### config.mk
export PLATFORM = sky130hd
export DESIGN_NAME = ysyx_25060173_mdu_flat
export DESIGN_NICKNAME = d
export VERILOG_FILES = /design/src/rtl/ysyx_25060173_mdu_if.sv /design/src/rtl/ysyx_25060173_mdu.sv /design/src/flat_wrapper.sv
export SDC_FILE = /design/constraint.sdc
export NUM_CORES = 1
export LEC_CHECK = 0
export ABC_CLOCK_PERIOD_IN_PS = 11000
export CELL_PAD_IN_SITES_DETAIL_PLACEMENT = 0
export CELL_PAD_IN_SITES_GLOBAL_PLACEMENT = 1
export CORE_UTILIZATION = 25
export DETAILED_ROUTE_END_ITERATION = 10
export GPL_ROUTABILITY_DRIVEN = 0
export PLACE_DENSITY_LB_ADDON = 0.08
export SLEW_MARGIN = 0
export SYNTH_ARGS = -nofsm -noshare
export SYNTH_HDL_FRONTEND = slang
export SYNTH_SLANG_ARGS = --single-unit
export TNS_END_PERCENT = 30
### constraint.sdc
create_clock -name clk -period 11 [get_ports clk]
set_input_delay 3.3 -clock clk [delete_from_list [all_inputs] [get_ports clk]]
set_output_delay 3.3 -clock clk [all_outputs]
set_load 0.005 [all_outputs]
### src/rtl/ysyx_25060173_mdu_if.sv
// Handshake bundle between the execute stage and the iterative multiply/divide unit.
// The execute stage is the master; the MDU is the slave.
interface ysyx_25060173_mdu_if #(
  parameter int XLEN = 32
);
  logic            flush;
  logic            in_valid;
  logic            in_ready;
  logic [2:0]      mdu_op;
  logic [XLEN-1:0] mdu_src1;
  logic [XLEN-1:0] mdu_src2;
  logic            out_valid;
  logic            out_ready;
  logic [XLEN-1:0] mdu_result;

  modport master (
    output flush, in_valid, mdu_op, mdu_src1, mdu_src2, out_ready,
    input  in_ready, out_valid, mdu_result
  );

  modport slave (
    input  flush, in_valid, mdu_op, mdu_src1, mdu_src2, out_ready,
    output in_ready, out_valid, mdu_result
  );
endinterface

### src/rtl/ysyx_25060173_mdu.sv
// RV32M iterative multiply/divide unit: one shift-add or restoring-divide step per cycle
// on operand magnitudes, with sign correction applied in a single fix-up cycle.
module ysyx_25060173_mdu #(
  parameter int XLEN  = 32,
  parameter int CNT_W = $clog2(XLEN)
) (
  input  logic                    clk,
  input  logic                    rst,
  ysyx_25060173_mdu_if.slave      bus
);

  typedef enum logic [1:0] {IDLE, CALC, FIX, DONE} state_e;

  localparam logic [XLEN-1:0] ONES = {XLEN{1'b1}};
  localparam logic [XLEN-1:0] MINV = {1'b1, {(XLEN-1){1'b0}}};

  state_e            state_q, state_d;
  logic [CNT_W-1:0]  cnt_q, cnt_d;
  logic [2:0]        op_q, op_d;
  logic              neg1_q, neg1_d, neg2_q, neg2_d;
  logic [XLEN-1:0]   opa_q, opa_d;
  logic [2*XLEN-1:0] acc_q, acc_d;
  logic [XLEN-1:0]   rem_q, rem_d;
  logic [XLEN-1:0]   result_q, result_d;

  logic              accept, is_div, s1_signed, s2_signed, src1_neg, src2_neg;
  logic              div_zero, div_ovf, special;
  logic [XLEN-1:0]   mag1, mag2, special_res;
  logic [XLEN:0]     mul_sum, div_shift;
  logic              div_ge;
  logic [2*XLEN-1:0] prod_fix;
  logic [XLEN-1:0]   quo_fix, rem_fix;

  // Operand classification happens on the raw inputs so it is ready on the accepting edge.
  assign accept    = bus.in_valid && (state_q == IDLE) && !bus.flush;
  assign is_div    = bus.mdu_op[2];
  assign s1_signed = (bus.mdu_op == 3'b001) || (bus.mdu_op == 3'b010) ||
                     (bus.mdu_op == 3'b100) || (bus.mdu_op == 3'b110);
  assign s2_signed = (bus.mdu_op == 3'b001) || (bus.mdu_op == 3'b100) ||
                     (bus.mdu_op == 3'b110);
  assign src1_neg  = s1_signed && bus.mdu_src1[XLEN-1];
  assign src2_neg  = s2_signed && bus.mdu_src2[XLEN-1];
  assign mag1      = src1_neg ? -bus.mdu_src1 : bus.mdu_src1;
  assign mag2      = src2_neg ? -bus.mdu_src2 : bus.mdu_src2;
  assign div_zero  = is_div && (bus.mdu_src2 == '0);
  assign div_ovf   = is_div && !bus.mdu_op[0] && (bus.mdu_src1 == MINV) && (bus.mdu_src2 == ONES);
  assign special   = div_zero || div_ovf;
  assign special_res = div_zero ? (bus.mdu_op[1] ? bus.mdu_src1 : ONES)
                                : (bus.mdu_op[1] ? '0 : bus.mdu_src1);

  // The remainder is always below the divisor, so only the shifted trial value needs XLEN+1 bits.
  assign mul_sum   = {1'b0, acc_q[2*XLEN-1:XLEN]} + (acc_q[0] ? {1'b0, opa_q} : '0);
  assign div_shift = {rem_q, acc_q[XLEN-1]};
  assign div_ge    = div_shift >= {1'b0, opa_q};

  assign prod_fix  = (neg1_q ^ neg2_q) ? -acc_q : acc_q;
  assign quo_fix   = (neg1_q ^ neg2_q) ? -acc_q[XLEN-1:0] : acc_q[XLEN-1:0];
  assign rem_fix   = neg1_q ? -rem_q : rem_q;

  always_ff @(posedge clk or posedge rst) begin
    if (rst) state_q <= IDLE;
    else     state_q <= state_d;
  end

  always_comb begin
    state_d = state_q;
    if (bus.flush) begin
      state_d = IDLE;
    end else begin
      case (state_q)
        IDLE: if (bus.in_valid) state_d = special ? DONE : CALC;
        CALC: if (cnt_q == '0) state_d = FIX;
        FIX:  state_d = DONE;
        DONE: if (bus.out_ready) state_d = IDLE;
        default: state_d = IDLE;
      endcase
    end
  end

  always_comb begin
    bus.in_ready   = (state_q == IDLE);
    bus.out_valid  = (state_q == DONE);
    bus.mdu_result = result_q;
  end

  always_comb begin
    cnt_d    = cnt_q;
    op_d     = op_q;
    neg1_d   = neg1_q;
    neg2_d   = neg2_q;
    opa_d    = opa_q;
    acc_d    = acc_q;
    rem_d    = rem_q;
    result_d = result_q;
    if (!bus.flush) begin
      case (state_q)
        IDLE: begin
          if (accept) begin
            op_d   = bus.mdu_op;
            neg1_d = src1_neg;
            neg2_d = src2_neg;
            opa_d  = mag2;
            acc_d  = {{XLEN{1'b0}}, mag1};
            rem_d  = '0;
            cnt_d  = CNT_W'(XLEN - 1);
            if (special) result_d = special_res;
          end
        end
        CALC: begin
          if (op_q[2]) begin
            acc_d[XLEN-1:0] = {acc_q[XLEN-2:0], div_ge};
            rem_d = div_ge ? XLEN'(div_shift - {1'b0, opa_q}) : div_shift[XLEN-1:0];
          end else begin
            acc_d = {mul_sum, acc_q[XLEN-1:1]};
          end
          if (cnt_q != '0) cnt_d = cnt_q - 1'b1;
        end
        FIX: begin
          if (op_q[2])             result_d = op_q[1] ? rem_fix : quo_fix;
          else if (op_q == 3'b000) result_d = prod_fix[XLEN-1:0];
          else                     result_d = prod_fix[2*XLEN-1:XLEN];
        end
        default: ;
      endcase
    end
  end

  always_ff @(posedge clk or posedge rst) begin
    if (rst) begin
      cnt_q    <= '0;
      op_q     <= '0;
      neg1_q   <= 1'b0;
      neg2_q   <= 1'b0;
      opa_q    <= '0;
      acc_q    <= '0;
      rem_q    <= '0;
      result_q <= '0;
    end else begin
      cnt_q    <= cnt_d;
      op_q     <= op_d;
      neg1_q   <= neg1_d;
      neg2_q   <= neg2_d;
      opa_q    <= opa_d;
      acc_q    <= acc_d;
      rem_q    <= rem_d;
      result_q <= result_d;
    end
  end

endmodule

### src/flat_wrapper.sv
// flat-port wrapper written by rule: the top's interface ports become plain ports
module ysyx_25060173_mdu_flat 
#(
  parameter int XLEN  = 32,
  parameter int CNT_W = $clog2(XLEN)
)
  (clk, rst, bus_flush, bus_in_valid, bus_mdu_op, bus_mdu_src1, bus_mdu_src2, bus_out_ready, bus_in_ready, bus_out_valid, bus_mdu_result);
  ysyx_25060173_mdu_if #(.XLEN(XLEN)) bus_i ();
  input  logic clk;
  input  logic rst;
  input wire logic [$bits(bus_i.flush)-1:0] bus_flush;
  input wire logic [$bits(bus_i.in_valid)-1:0] bus_in_valid;
  input wire logic [$bits(bus_i.mdu_op)-1:0] bus_mdu_op;
  input wire logic [$bits(bus_i.mdu_src1)-1:0] bus_mdu_src1;
  input wire logic [$bits(bus_i.mdu_src2)-1:0] bus_mdu_src2;
  input wire logic [$bits(bus_i.out_ready)-1:0] bus_out_ready;
  output wire logic [$bits(bus_i.in_ready)-1:0] bus_in_ready;
  output wire logic [$bits(bus_i.out_valid)-1:0] bus_out_valid;
  output wire logic [$bits(bus_i.mdu_result)-1:0] bus_mdu_result;
  assign bus_i.flush = bus_flush;
  assign bus_i.in_valid = bus_in_valid;
  assign bus_i.mdu_op = bus_mdu_op;
  assign bus_i.mdu_src1 = bus_mdu_src1;
  assign bus_i.mdu_src2 = bus_mdu_src2;
  assign bus_i.out_ready = bus_out_ready;
  assign bus_in_ready = bus_i.in_ready;
  assign bus_out_valid = bus_i.out_valid;
  assign bus_mdu_result = bus_i.mdu_result;
  ysyx_25060173_mdu #(.XLEN(XLEN), .CNT_W(CNT_W)) u_core (.clk(clk), .rst(rst), .bus(bus_i));
endmodule
==> results of run 1 <==
[metrics by stage]
stage	std cells	util	setup slack, ps	hold slack [ps]
after global placement	2979	0.2825	3773	461.6
after detailed placement	2980	0.2826	3777	466.9
after floorplan	2138	-	3040	448.5
after global routing	3011	0.2921	4008	498.9
after CTS	3010	0.2920	4364	482.8
final	3011	0.2921	4351	477.7
[state kept, by name, summed over array words and instances (netlist names)]
signal and flops:
u_core.neg2_q 1, u_core.cnt_q 5, u_core.state_q 2, u_core.rem_q 32, u_core.bus.mdu_result 32, u_core.neg1_q 1
u_core.acc_q 64, u_core.opa_q 32, u_core.op_q 3
[path summary, 6_finish.rpt]
kind / to / depth (start not counted)
max: u_core.bus.mdu_result[14] / 11
min: u_core.bus.mdu_result[10] / 1
max reg2reg: u_core.bus.mdu_result[12] / 9
min reg2reg: u_core.bus.mdu_result[10] / 1
max in group asynchronous: u_core.op_q[2] / 3
min in group asynchronous: u_core.cnt_q[1] / 2
[cell type report]
cell class | instances | area [sq um] | share of cell area
Multi-Input combinational cell | 1757 | 10960 | 0.5940
Sequential cell | 172 | 4305 | 0.2333
Timing Repair Buffer | 132 | 1256 | 0.06806
Tap cell | 846 | 1059 | 0.05735
Clock buffer | 21 | 450.4 | 0.02440
Inverter | 74 | 285.3 | 0.01546
Clock inverter | 9 | 137.6 | 0.007457
[worst reg2reg max path, delay by kind of cell, from the launching register on]
| kind | cells | cell delay, ps |
|---|---|---|
| xor+xnor | 1 | 260 |
| flops | 1 | 460 |
| compound gates | 3 | 1280 |
| simple gates | 5 | 2400 |
[cells by family after synthesis]
logic type	after synthesis	synth area share
simple gates	783	0.2290
fa+ha+maj	77	0.06107
compound gates	661	0.2576
xor+xnor	188	0.1028
mux	48	0.03045
flops	172	0.2686
buf+inv	209	0.05052
[cell usage in the layout (no fill, tap or decap), drive strengths merged, types with 27 or more instances in the layout]
cell / n
nor2: 199
nand3: 44
o31ai: 36
clkdlybuf4s50: 105
ha: 75
xnor2: 88
a211oi: 35
a21oi: 142
nor3: 63
a21o: 27
mux2i: 42
xor2: 100
dfrtp: 172
inv: 76
nand4: 28
a31oi: 29
o21ai: 241
nand2: 309
[per-layer routing]
| metal | part of all wire | GRT usage | vias up | wire length (um) |
|---|---|---|---|---|
| li1 | - | - | 7732 | - |
| met1 | 0.46 | 0.2878 | 7563 | 32730 |
| met2 | 0.47 | 0.3676 | 334 | 33360 |
| met3 | 0.032 | 0.02949 | 66 | 2245 |
| met4 | 0.032 | 0.08246 | 0 | 2269 |
| met5 | 0 | 0 | - | 0 |
[report_power, final]
group	switching (mW)	internal, mW	total, mW
Sequential	0.281	0.787	1.07
Clock	0.298	0.362	0.660
Combinational	1.40	0.748	2.14
==> results.sh, run 1 <==
export IMPL_status="finished clean"
export IMPL_clk_latency_ps=510
export IMPL_yosysTopAreaCellShare=0.2686
export IMPL_critPathCaptureType="flip-flop"
export IMPL_synth_ff_type="dfrtp_1"
export IMPL_cts_tree="built"
export IMPL_cp_slowest_cell="clkdlybuf4s50_1"
export IMPL_hold_buffers=0
export IMPL_cts_clk_slew_worst_paths_ps=70
export IMPL_worst_setup_path_start_kind="primary input"
export IMPL_yosysTopAreaCell="dfrtp_1"
export IMPL_clk_path_buf_depth=2
export IMPL_critPathMaxStageDelay_ps=870
export IMPL_grt_overflow_total=0
export IMPL_routedWlPerCell_um=23.45
export IMPL_fmax_ghz=0.1504
export IMPL_grt_pass1_wl_um=104700
export IMPL_cts_sinks=172
export IMPL_drive_gt1_frac=0.04758
export IMPL_post_route_period_util=0.6044
export IMPL_finalPower_mw=3.871
export IMPL_r2r_start="u_core.acc_q[10]"
export IMPL_ctsResizeCount=0
export IMPL_ir_drop_uv=105.7
export IMPL_leakage_nw=7.589
export IMPL_crit_type="primary input to flip-flop"
export IMPL_vias_per_cell=5.213
export IMPL_yosys_top_cells_area="dfrtp_1 27%, nand2_1 7.2%, o21ai_0 6.9%, ha_1 5.9%, xor2_1 5.5%"
export IMPL_postCtsSetupBuffers=0
export IMPL_finClkSkew_ps=19.26
export IMPL_synth_area_per_cell_sq_um=7.494
export IMPL_synth_edff_count=0
export IMPL_syn_nets=2287
export IMPL_start_util=0.2535
export IMPL_setup_worst_path_start="bus_mdu_src1[31]"
export IMPL_period_minus_slack_ps=6649
export IMPL_worst_ep_arrival_time_ps=7040
export IMPL_place_area_sq_um=17860
export IMPL_relSlewSlack=0.1680
export IMPL_io_buffers=105
export IMPL_cts_buffers=17
export IMPL_grt_pass1_vias=15310
export IMPL_synth_cells=2138
export IMPL_async_flop_share=1.000
export IMPL_die_w_um=255.2
export IMPL_die_h_um=255.2
export IMPL_rows=92
export IMPL_dpl_hpwl_um=55110
export IMPL_synth_common_cells="309 x nand2_1, 222 x o21ai_0, 198 x nor2_1"
export IMPL_ys_seq_area_frac=0.2686
export IMPL_max_cap_violations=0
export IMPL_p_per_area_nw_per_um2=209.7
export IMPL_drc=0
export IMPL_dieArea_sq_um=65110
export IMPL_reg2reg_slack_ps=6540
export IMPL_finalNetCount=2303
export IMPL_ant_nets=0
export IMPL_yosys_warnings=0
export IMPL_dr_pass1_iters=7
export IMPL_cp_cell_sequence="clkdlybuf4s50_1, nand4_1, nor4_1, nand4_1, nor4_1, buf_4, a31o_2, and3_1, o21ai_4, buf_4, o41ai_1"
export IMPL_drv_slew=0
export IMPL_rsz0062_at_grt="false"
export IMPL_crit_required_ps=11390
export IMPL_drtIter0Drc=1155
export IMPL_grt_max_degree=114
export IMPL_synth_most_common_cell="nand2_1"
export IMPL_cts_root_buf="clkbuf_16"
export IMPL_areaGrowthSynthToFinish_pct=15.20
export IMPL_worst_slew_pin_slew_ps=1248
export IMPL_hold_violations=0
export IMPL_min_path_type="flip-flop to flip-flop"
export IMPL_top_level_ports=106
export IMPL_hold_start="u_core.bus.mdu_result[10]"
export IMPL_path_max_fanout=64
export IMPL_setup_total_negative_slack_ps=0
export IMPL_crit_buf_inv=3
export IMPL_finalSetupViolations=0
export IMPL_vias=15700
export IMPL_fillers=6874
export IMPL_grt_util_all_layers=0.2203
export IMPL_cp_top_family="simple AND/OR/NAND/NOR gates"
export IMPL_ys_ff_latch=172
export IMPL_htree_levels=4
export IMPL_synth_cell_types=93
export IMPL_antennaDiodeCount=0
export IMPL_finalInstanceArea_sq_um=18460
export IMPL_routed_wl_um=70610
export IMPL_antenna_found_initial=1
export IMPL_core_area_sq_um=63200
export IMPL_syn_cell_area_sq_um=16020
No activity file was read; power rests on OpenSTA's default activity.
==> run 2: changes to the inputs <==
--- a/config.mk
+++ b/config.mk
@@ -5,7 +5,7 @@
 export SDC_FILE = /design/constraint.sdc
 export NUM_CORES = 1
 export LEC_CHECK = 0
-export ABC_CLOCK_PERIOD_IN_PS = 11000
+export ABC_CLOCK_PERIOD_IN_PS = 6800
 export CELL_PAD_IN_SITES_DETAIL_PLACEMENT = 0
 export CELL_PAD_IN_SITES_GLOBAL_PLACEMENT = 1
 export CORE_UTILIZATION = 25
==> constraint.sdc (replaced) <==
create_clock -name clk -period 6.8 [get_ports clk]
set_input_delay 2.04 -clock clk [delete_from_list [all_inputs] [get_ports clk]]
set_output_delay 2.04 -clock clk [all_outputs]
set_load 0.005 [all_outputs]
==> run 2 against run 1 <==
Against the previous run:
- clock-buffer cell count up 1
- setup slack worse by 2800 ps
- wire length down 0.82%
- critical path type unchanged
==> results.sh, run 2 (synthesized netlist as in run 1, its figures left out) <==
export IMPL_status="finished clean"
export IMPL_critPathCaptureType="flip-flop"
export IMPL_worst_ep_arrival_time_ps=5690
export IMPL_finalPower_mw=6.263
export IMPL_final_common_cell="nand2_1"
export IMPL_place_ws_ps=1054
export IMPL_die_h_um=255.2
export IMPL_hold_buffers=0
export IMPL_grt_pass1_vias=15220
export IMPL_path_max_fanout=46
export IMPL_vias_per_cell=5.214
export IMPL_final_cell_mix="308 x nand2_1, 222 x o21ai_0, 197 x nor2_1"
export IMPL_cts_tree="built"
export IMPL_cts_root_buf="clkbuf_16"
export IMPL_dieArea_sq_um=65110
export IMPL_cp_cell_sequence="clkdlybuf4s50_1, nand4_1, nor4_1, nand4_1, nor4_1, buf_4, a31o_2, and3_1, o21ai_4, buf_4, a211oi_1, a21o_1"
export IMPL_fmax_ghz=0.1904
export IMPL_worst_slew_pin_slew_ps=1049
export IMPL_routed_wl_um=70030
export IMPL_critPathMaxStageDelay_ps=810
export IMPL_grt_overflow_total=0
export IMPL_areaGrowthSynthToFinish_pct=15.39
export IMPL_clk_path_buf_depth=2
export IMPL_hold_depth=2
export IMPL_cts_sinks=172
export IMPL_max_cap_violations=0
export IMPL_dr_pass1_iters=5
export IMPL_setup_total_negative_slack_ps=0
export IMPL_r2r_cells=8
export IMPL_dpl_hpwl_um=55320
export IMPL_die_w_um=255.2
export IMPL_postCtsSetupBuffers=0
export IMPL_min_path_type="flip-flop to flip-flop"
export IMPL_fin_ws_ps=1549
export IMPL_period_minus_slack_ps=5251
export IMPL_top_register="u_core.acc_q"
export IMPL_finClkSkew_ps=10.48
export IMPL_grt_util_all_layers=0.2191
export IMPL_leakage_nw=7.606
export IMPL_post_route_period_util=0.7722
export IMPL_antenna_found_initial=1
export IMPL_cts_clk_slew_worst_paths_ps=70
export IMPL_grt_pass1_wl_um=103900
export IMPL_largest_reg_flops=64
export IMPL_antennaDiodeCount=0
export IMPL_rsz0062_at_grt="false"
export IMPL_htree_levels=4
export IMPL_clk_latency_ps=500
export IMPL_ir_drop_uv=204.8
export IMPL_finalNetCount=2304
export IMPL_cts_buffers=17
export IMPL_drv_slew=0
export IMPL_drive_gt1_frac=0.04938
export IMPL_routedWlPerCell_um=23.24
export IMPL_finalSetupViolations=0
export IMPL_cp_slowest_cell="clkdlybuf4s50_1"
export IMPL_worst_setup_path_start_kind="primary input"
export IMPL_ant_nets=0
export IMPL_start_util=0.2535
export IMPL_finalInstanceArea_sq_um=18490
export IMPL_relSlewSlack=0.2921
export IMPL_crit_required_ps=7240
export IMPL_crit_type="primary input to flip-flop"
export IMPL_core_area_sq_um=63200
export IMPL_top_level_ports=106
export IMPL_p_per_area_nw_per_um2=338.7
export IMPL_drc=0
export IMPL_ctsResizeCount=0
export IMPL_grt_max_degree=115
export IMPL_io_buffers=105
export IMPL_drtIter0Drc=1125
export IMPL_hold_violations=0
export IMPL_vias=15710
export IMPL_rows=92
export IMPL_place_area_sq_um=17880
[run 2: power by group]
part / switching [mW] / internal [mW]
sequential: 0.462 / 1.27
combinational: 2.22 / 1.21
clock: 0.493 / 0.607
total: 3.17 / 3.09
[run 2: layout make-up]
class	instances	area, sq um
Clock buffer	22	474.2
Clock inverter	9	135.1
Fill cell	6817	44710
Inverter	74	285.3
Multi-Input combinational cell	1757	10970
Sequential cell	172	4305
Tap cell	846	1059
Timing Repair Buffer	133	1261
[run 2: critical path: cells and delay by family]
kind,cells,cell delay [ps]
and+or+nand+nor,5,1550
buffers and inverters,3,1410
AOI/OAI and AO/OA,4,660
[run 2: path summary, 6_finish.rpt]
kind / from / to / slack (ps)
worst max-delay path: bus_mdu_src1[31] / u_core.bus.mdu_result[9] / 1550
min in group asynchronous: rst / u_core.cnt_q[4] / 2110
worst min register to register: u_core.opa_q[15] / u_core.opa_q[15] / 480
worst min-delay path: u_core.opa_q[15] / u_core.opa_q[15] / 480
max in group asynchronous: rst / u_core.rem_q[26] / 3610
worst max register to register: u_core.acc_q[33] / u_core.bus.mdu_result[10] / 2440
[run 2: per-stage QoR]
step                  util  std cells  hold WS, ps
finish              0.2926       3013        479.0
global route        0.2926       3013        513.0
floorplan                -       2138        448.5
CTS                 0.2926       3013        486.0
global placement    0.2829       2982        461.3
detailed placement  0.2829       2982        470.4
[run 2: per-layer routing]
layer / wire [um] / track usage
met5: 13 / 0
met4: 1496 / 0.06570
met3: 1886 / 0.02339
met2: 33970 / 0.3742
met1: 32660 / 0.2891
